==> src/rtl/bev_rmw_ctrl_pkg.sv <==
// Shared BEV box types: op and error encodings, 64-bit box record layout, DRAM base and counter limits.
package bev_rmw_ctrl_pkg;

  localparam int          ING_W_DEF = 12;
  localparam logic [11:0] ING_MAX   = 12'd4095;
  localparam logic [16:0] BASE_ADDR_DEF = 17'h10000;

  typedef enum logic [1:0] {
    OP_MAKE   = 2'd0,
    OP_SUPPLY = 2'd1,
    OP_CHECK  = 2'd2
  } op_e;

  typedef enum logic [1:0] {
    NO_ERR = 2'd0,
    NO_EXP = 2'd1,
    NO_ING = 2'd2,
    ING_OF = 2'd3
  } err_e;

  typedef struct packed {
    logic [11:0] black;
    logic [11:0] green;
    logic [7:0]  exp_month;
    logic [11:0] milk;
    logic [11:0] pine;
    logic [7:0]  exp_day;
  } box_rec_t;

  function automatic logic [16:0] box_addr(input logic [16:0] base, input logic [7:0] box);
    return base + {6'd0, box, 3'd0};
  endfunction

  // Expired only when today is strictly after the stored expiry date.
  function automatic logic is_expired(input logic [3:0] mon, input logic [4:0] day,
                                      input logic [7:0] exp_mon, input logic [7:0] exp_day);
    return ({4'd0, mon} > exp_mon) ||
           (({4'd0, mon} == exp_mon) && ({3'd0, day} > exp_day));
  endfunction

endpackage

==> src/rtl/bev_ing_alu.sv <==
// Combinational MAKE/SUPPLY/CHECK arithmetic on one box record; yields the new record, error code and write enable.
module bev_ing_alu
  import bev_rmw_ctrl_pkg::*;
#(
  parameter int ING_W = ING_W_DEF
) (
  input  box_rec_t           rec,
  input  logic [1:0]         op,
  input  logic [4*ING_W-1:0] amt,
  input  logic [3:0]         month,
  input  logic [4:0]         day,
  output box_rec_t           new_rec,
  output err_e               err,
  output logic               wen
);

  localparam logic [ING_W-1:0] SAT = ING_W'(ING_MAX);

  logic [ING_W-1:0] cur [4];
  logic [ING_W-1:0] add [4];
  logic [ING_W-1:0] dif [4];
  logic [ING_W-1:0] sat [4];
  logic [ING_W:0]   sum [4];
  logic             short_any;
  logic             ovf_any;
  logic             expired;

  always_comb begin
    cur[0] = rec.black;
    cur[1] = rec.green;
    cur[2] = rec.milk;
    cur[3] = rec.pine;
    short_any = 1'b0;
    ovf_any   = 1'b0;
    // Amount order on the bus is {black, green, milk, pineapple}, msb first.
    for (int i = 0; i < 4; i++) begin
      add[i] = amt[(3-i)*ING_W +: ING_W];
      sum[i] = {1'b0, cur[i]} + {1'b0, add[i]};
      dif[i] = cur[i] - add[i];
      if (cur[i] < add[i]) short_any = 1'b1;
      if (sum[i][ING_W]) begin
        ovf_any = 1'b1;
        sat[i]  = SAT;
      end else begin
        sat[i]  = sum[i][ING_W-1:0];
      end
    end
    expired = is_expired(month, day, rec.exp_month, rec.exp_day);

    new_rec = rec;
    err     = NO_ERR;
    wen     = 1'b0;
    case (op)
      OP_MAKE: begin
        if (expired) begin
          err = NO_EXP;
        end else if (short_any) begin
          err = NO_ING;
        end else begin
          new_rec.black = dif[0];
          new_rec.green = dif[1];
          new_rec.milk  = dif[2];
          new_rec.pine  = dif[3];
          wen = 1'b1;
        end
      end
      OP_SUPPLY: begin
        // Overflow is reported but the saturated record is still written.
        new_rec.black     = sat[0];
        new_rec.green     = sat[1];
        new_rec.milk      = sat[2];
        new_rec.pine      = sat[3];
        new_rec.exp_month = {4'd0, month};
        new_rec.exp_day   = {3'd0, day};
        err = ovf_any ? ING_OF : NO_ERR;
        wen = 1'b1;
      end
      default: begin
        if (expired) err = NO_EXP;
      end
    endcase
  end

endmodule

==> src/rtl/bev_rmw_ctrl.sv <==
// BEV box read-modify-write sequencer in front of the DRAM bridge; one command in flight, req_ready low while busy.
// Optional single-entry last-box cache under BEV_LAST_BOX_CACHE_EN lets a hit skip the DRAM read.
module bev_rmw_ctrl
  import bev_rmw_ctrl_pkg::*;
#(
  parameter logic [16:0] BASE_ADDR = BASE_ADDR_DEF,
  parameter int          ING_W     = ING_W_DEF
) (
  input  logic               clk,
  input  logic               rst,
  input  logic               req_valid,
  output logic               req_ready,
  input  logic [1:0]         req_op,
  input  logic [7:0]         req_box_no,
  input  logic [4*ING_W-1:0] req_amt,
  input  logic [3:0]         req_month,
  input  logic [4:0]         req_day,
  output logic               rsp_valid,
  output logic [1:0]         rsp_err,
  output logic               rsp_complete,
  output logic               C_in_valid,
  output logic [16:0]        C_addr,
  output logic               C_r_wb,
  output logic [63:0]        C_data_w,
  input  logic               C_out_valid,
  input  logic [63:0]        C_data_r
);

  typedef enum logic [2:0] {
    IDLE, RD_REQ, RD_WAIT, CALC, WR_REQ, WR_WAIT, RESP
  } state_e;

  state_e             state, state_n;
  logic [1:0]         op_q;
  logic [7:0]         box_q;
  logic [4*ING_W-1:0] amt_q;
  logic [3:0]         mon_q;
  logic [4:0]         day_q;
  box_rec_t           rec_q;
  err_e               err_q;
  box_rec_t           alu_rec;
  err_e               alu_err;
  logic               alu_wen;
  logic               accept;
  logic               hit;
  err_e               fin_err;

  assign accept  = req_valid && req_ready;
  assign fin_err = (state == CALC) ? alu_err : err_q;

`ifdef BEV_LAST_BOX_CACHE_EN
  logic     cache_vld;
  logic [7:0] cache_box;
  box_rec_t cache_rec;

  assign hit = cache_vld && (cache_box == req_box_no);

  // Cache mirrors whatever DRAM holds for the last box touched.
  always_ff @(posedge clk) begin
    if (rst) begin
      cache_vld <= 1'b0;
      cache_box <= '0;
      cache_rec <= '0;
    end else if (state == RD_WAIT && C_out_valid) begin
      cache_vld <= 1'b1;
      cache_box <= box_q;
      cache_rec <= box_rec_t'(C_data_r);
    end else if (state == WR_WAIT && C_out_valid) begin
      cache_vld <= 1'b1;
      cache_box <= box_q;
      cache_rec <= box_rec_t'(C_data_w);
    end
  end
`else
  assign hit = 1'b0;
`endif

  bev_ing_alu #(.ING_W(ING_W)) u_alu (
    .rec     (rec_q),
    .op      (op_q),
    .amt     (amt_q),
    .month   (mon_q),
    .day     (day_q),
    .new_rec (alu_rec),
    .err     (alu_err),
    .wen     (alu_wen)
  );

  always_ff @(posedge clk) begin
    if (rst) state <= IDLE;
    else     state <= state_n;
  end

  always_comb begin
    state_n = state;
    case (state)
      IDLE:    if (accept) state_n = hit ? CALC : RD_REQ;
      RD_REQ:  state_n = RD_WAIT;
      RD_WAIT: if (C_out_valid) state_n = CALC;
      CALC:    state_n = alu_wen ? WR_REQ : RESP;
      WR_REQ:  state_n = WR_WAIT;
      WR_WAIT: if (C_out_valid) state_n = RESP;
      RESP:    state_n = IDLE;
      default: state_n = IDLE;
    endcase
  end

  // All outputs are registered off the next state so they line up with the state they belong to.
  always_ff @(posedge clk) begin
    if (rst) begin
      op_q         <= '0;
      box_q        <= '0;
      amt_q        <= '0;
      mon_q        <= '0;
      day_q        <= '0;
      rec_q        <= '0;
      err_q        <= NO_ERR;
      req_ready    <= 1'b0;
      rsp_valid    <= 1'b0;
      rsp_err      <= '0;
      rsp_complete <= 1'b0;
      C_in_valid   <= 1'b0;
      C_addr       <= '0;
      C_r_wb       <= 1'b0;
      C_data_w     <= '0;
    end else begin
      req_ready  <= (state_n == IDLE);
      C_in_valid <= (state_n == RD_REQ) || (state_n == WR_REQ);
      rsp_valid  <= (state_n == RESP);

      if (accept) begin
        op_q  <= req_op;
        box_q <= req_box_no;
        amt_q <= req_amt;
        mon_q <= req_month;
        day_q <= req_day;
      end

`ifdef BEV_LAST_BOX_CACHE_EN
      if (accept && hit) rec_q <= cache_rec;
`endif
      if (state == RD_WAIT && C_out_valid) rec_q <= box_rec_t'(C_data_r);
      if (state == CALC) err_q <= alu_err;

      if (state == IDLE && state_n == RD_REQ) begin
        C_addr <= box_addr(BASE_ADDR, req_box_no);
        C_r_wb <= 1'b1;
      end
      // Address recomputed here because a cache hit never drove the read address.
      if (state == CALC && state_n == WR_REQ) begin
        C_addr   <= box_addr(BASE_ADDR, box_q);
        C_r_wb   <= 1'b0;
        C_data_w <= alu_rec;
      end

      if (state_n == RESP) begin
        rsp_err      <= fin_err;
        rsp_complete <= (fin_err == NO_ERR);
      end else begin
        rsp_err      <= '0;
        rsp_complete <= 1'b0;
      end
    end
  end

endmodule

==> config.mk <==
export PLATFORM = sky130hd
export DESIGN_NAME = bev_rmw_ctrl
export DESIGN_NICKNAME = d
export VERILOG_FILES = /design/src/rtl/bev_rmw_ctrl_pkg.sv /design/src/rtl/bev_ing_alu.sv /design/src/rtl/bev_rmw_ctrl.sv
export SDC_FILE = /design/constraint.sdc
export NUM_CORES = 1
export LEC_CHECK = 0
export ABC_AREA = 0
export CAP_MARGIN = 20
export CORE_MARGIN = 4
export CORE_UTILIZATION = 55
export CTS_CLUSTER_DIAMETER = 50
export DETAILED_ROUTE_END_ITERATION = 7
export DONT_BUFFER_PORTS = 1
export PLACE_DENSITY_LB_ADDON = 0.15
export RECOVER_POWER = 100
export SYNTH_ARGS = -nofsm -noshare
export SYNTH_HDL_FRONTEND = slang
export SYNTH_SLANG_ARGS = --single-unit
==> constraint.sdc <==
create_clock -name clk -period 4.15 [get_ports clk]
set_clock_uncertainty 0.1 [all_clocks]
set_input_delay 0.83 -clock clk [delete_from_list [all_inputs] [get_ports clk]]
set_output_delay 0.83 -clock clk [all_outputs]
set_load 0.02 [all_outputs]
==> metrics <==
result of the run finished, violations left; violations in the final reports capacitance limit, slew limit; Clk Latency, worst-skew pair 0.54 ns; period utilization 92.5%; Hold Slack about 0.27 ns; number of sinks handled by clock tree synthesis 216; worst r2r dst C_data_w[40]$_SDFFE_PP0P_; power density of the placed cells roughly 410 nW/um^2; maximum number of pins on one net before global-route repair 184; share of layout cells above drive strength 1 6.06%; area added between synthesis and finish 8.08%; synthesized flop and latch total 216; worst slew margin relative to its limit -34.2%; die height 161 um; gate count after technology mapping 1669; number of clock buffers inserted by TritonCTS 28; number of warning messages in the yosys log 0; path class of the lowest-slack min-delay path in2reg; input/output buffers 0; Routed WL per cell 19.2 um; DRC marker count from the first detailed-route iteration 989; area of the mapped netlist 12900 um^2; Crit path required time 4.47 ns; Post-CTS Resized 0; crit path kind reg2reg; DRC viols 0; starting density of the core 56.4%; worst hold path endpoint C_data_w[37]$_SDFFE_PP0P_; cell count after placement 1897; std cell rows between 50 and 60; num ports approximately 220; final weighted congestion in routability-driven placement 0.884; overall die width 161 um; Root Buffer sky130_fd_sc_hd__clkbuf_16; final number of max-transition violations just under 70; slack of the worst reg-to-reg path 0.31 ns; async set or reset register ratio after synthesis 0%; Post-Route WL 37.3 mm; highest achievable clock rate 261 MHz; max-cap violation count 2; deepest level of the CTS H-tree 1; setup repair after global routing missed its margin false; final design instance area without fill 13900 um^2; Total Routing Usage GR 27.6%; number of cells on the worst hold path 1; deepest clock path buffer count 3; top cell types by occurrence after synthesis 336 x sky130_fd_sc_hd__nand2_1, 216 x sky130_fd_sc_hd__dfxtp_1, 195 x sky130_fd_sc_hd__a21oi_1, 106 x sky130_fd_sc_hd__inv_1, 105 x sky130_fd_sc_hd__ha_1; transition at the pin with the smallest max-transition slack around 2.0 ns; Synth area leader sky130_fd_sc_hd__dfxtp_1; total number of vias 11700; Final Net Count about 1900; number of inserted diodes 0; non-filler instance count after layout 1946; leakage power around 0.0054 uW; via/cell ratio 6.01; top_reg_cell synth sky130_fd_sc_hd__dfxtp_1; core area 22800 um^2; global-route wire length before repair 59.4 mm; initial antenna violation count 0; Setup TNS 0 ns; most used standard cell by instance count after synthesis sky130_fd_sc_hd__nand2_1; portion of synthesized cell area occupied by the leading cell type 33.6%; TritonCTS clock tree yes; number of nets with antenna violations after routing 0; VDD IR-drop max approximately 0.37 mV; total grt overflow 0; Mean Syn Cell Area between 7 and 8 um^2; register area share after synthesis 33.6%; Area contributors post-synth sky130_fd_sc_hd__dfxtp_1 34%, sky130_fd_sc_hd__ha_1 10%, sky130_fd_sc_hd__nand2_1 9.8%; DP HPWL roughly 27 mm; Post-DP Area 13000 um^2; vias in the first global route 10900; Min Clock Period, post-route ~3.8 ns; Synth cell types 86; Die Outline Area 25900 um^2; Finished Core Util 61.0%; hold path startpoint rst; type of element capturing the critical path register; worst flop-to-flop path startpoint rec_q[20]$_SDFFE_PP0P_; number of hold violations in the final report 0; critical path peak fanout 22; Setup Viol. Count Final 0; Setup Buffers After CTS 0; router iterations before antenna repair 5; worst r2r path cells 13; data arrival time of the critical path 4.16 ns; launching element type of the critical path register; number of synthesized flops with an enable pin 0; CTS clock-pin slew for the worst setup and hold paths about 0.060 ns; Hold-fix buffers, CTS 0
-- sequential cells by signal (all words and copies together), names as in the netlist, 3 cells and up --
| signal | count |
|---|---|
| box_q | 8 |
| day_q | 5 |
| C_data_w | 64 |
| C_addr | 9 |
| rec_q | 64 |
| amt_q | 48 |
| mon_q | 4 |
| state | 3 |
-- per-layer routing --
layer  track usage, %  vias to the layer above  wire length [um]
met4             7.48                        0              1070
met1             37.9                     5469             16400
li1                 -                     5718                 -
met2             44.3                      438             16800
met3             6.18                       72              3070
met5                0                        -                 0
-- power breakdown --
part | switching [uW] | internal, uW
clock network | 950 | 1590
registers | 77.1 | 2140
logic | 609 | 343
total | 1640 | 4070
-- final cells by class --
class,count,area [um^2]
clock buffer,37,826
clock inverter,12,163
fill,2181,8920
inverter,106,398
multi-input combinational,1245,7700
sequential,216,4320
tap,313,392
timing repair buffer,17,126
-- kinds of logic after synthesis --
logic type / Yosys count / synth area share (%)
other: 1 / 0.0291
buffers and inverters: 215 / 6.91
AND/OR/NAND/NOR: 601 / 20.9
flip-flops: 216 / 33.6
AO/OA/AOI/OAI: 492 / 24.9
adder cells (fa/ha/maj): 113 / 11.4
multiplexers: 12 / 0.932
XOR/XNOR: 19 / 1.29
-- how the worst max path moves through the flow --
stage	from	to	slack (ns)	depth (start not counted)
floorplan	amt_q[12]$_SDFFE_PP0P_	C_data_w[23]$_SDFFE_PP0P_	1.20	12
global placement	rec_q[20]$_SDFFE_PP0P_	C_data_w[9]$_SDFFE_PP0P_	0.61	13
detailed placement	rec_q[20]$_SDFFE_PP0P_	C_data_w[9]$_SDFFE_PP0P_	0.49	13
CTS	rec_q[20]$_SDFFE_PP0P_	C_data_w[9]$_SDFFE_PP0P_	0.46	13
global route	rec_q[52]$_SDFFE_PP0P_	C_data_w[25]$_SDFFE_PP0P_	0.11	13
finish	rec_q[20]$_SDFFE_PP0P_	C_data_w[40]$_SDFFE_PP0P_	0.31	13
-- placed cells by master (no fill, tap or decap), drive strengths merged, types with 6 or more instances in the layout --
cell,synthesis,layout
and3,13,13
a211oi,24,24
o211ai,25,25
xnor2,15,15
inv,106,110
o21bai,13,13
conb,1,8
nor2b,18,18
o21a,6,6
or3,14,14
nand3,22,22
a221o,12,12
mux2i,12,12
nand2b,19,19
a21o,18,18
or2,10,10
a21oi,197,197
clkbuf,70,41
and2,7,7
a31oi,34,34
o31ai,9,9
o21ai,67,67
a311oi,18,18
nor3,27,27
dfxtp,216,216
ha,105,105
nor2,98,98
buf,39,13
a211o,6,6
nor4,11,11
nand2,336,336
o221ai,12,12
fa,8,8
-- per-stage QoR --
stage / setup slack, ns / power, uW
2_1_floorplan: 1.20 / 2990
3_3_place_gp: 0.611 / 3190
3_5_place_dp: 0.485 / 3200
4_1_cts: 0.456 / 5730
5_1_grt: 0.106 / 5940
6_report: 0.312 / 5710
-- worst max-delay path, cell delays in order, from the launching register on --
cell                       delay (ns)
sky130_fd_sc_hd__dfxtp_1         0.35
sky130_fd_sc_hd__inv_1           0.05
sky130_fd_sc_hd__ha_1            0.19
sky130_fd_sc_hd__inv_1           0.08
sky130_fd_sc_hd__fa_1            0.22
sky130_fd_sc_hd__a211o_2         0.19
sky130_fd_sc_hd__a21oi_2         0.06
sky130_fd_sc_hd__a21oi_1         0.29
sky130_fd_sc_hd__a221oi_1        0.19
sky130_fd_sc_hd__or4_4           0.75
sky130_fd_sc_hd__nor3_2          0.64
sky130_fd_sc_hd__buf_4           0.31
sky130_fd_sc_hd__o211ai_1        0.12
sky130_fd_sc_hd__o211a_1         0.19
Power figures use the tool's default switching activity.
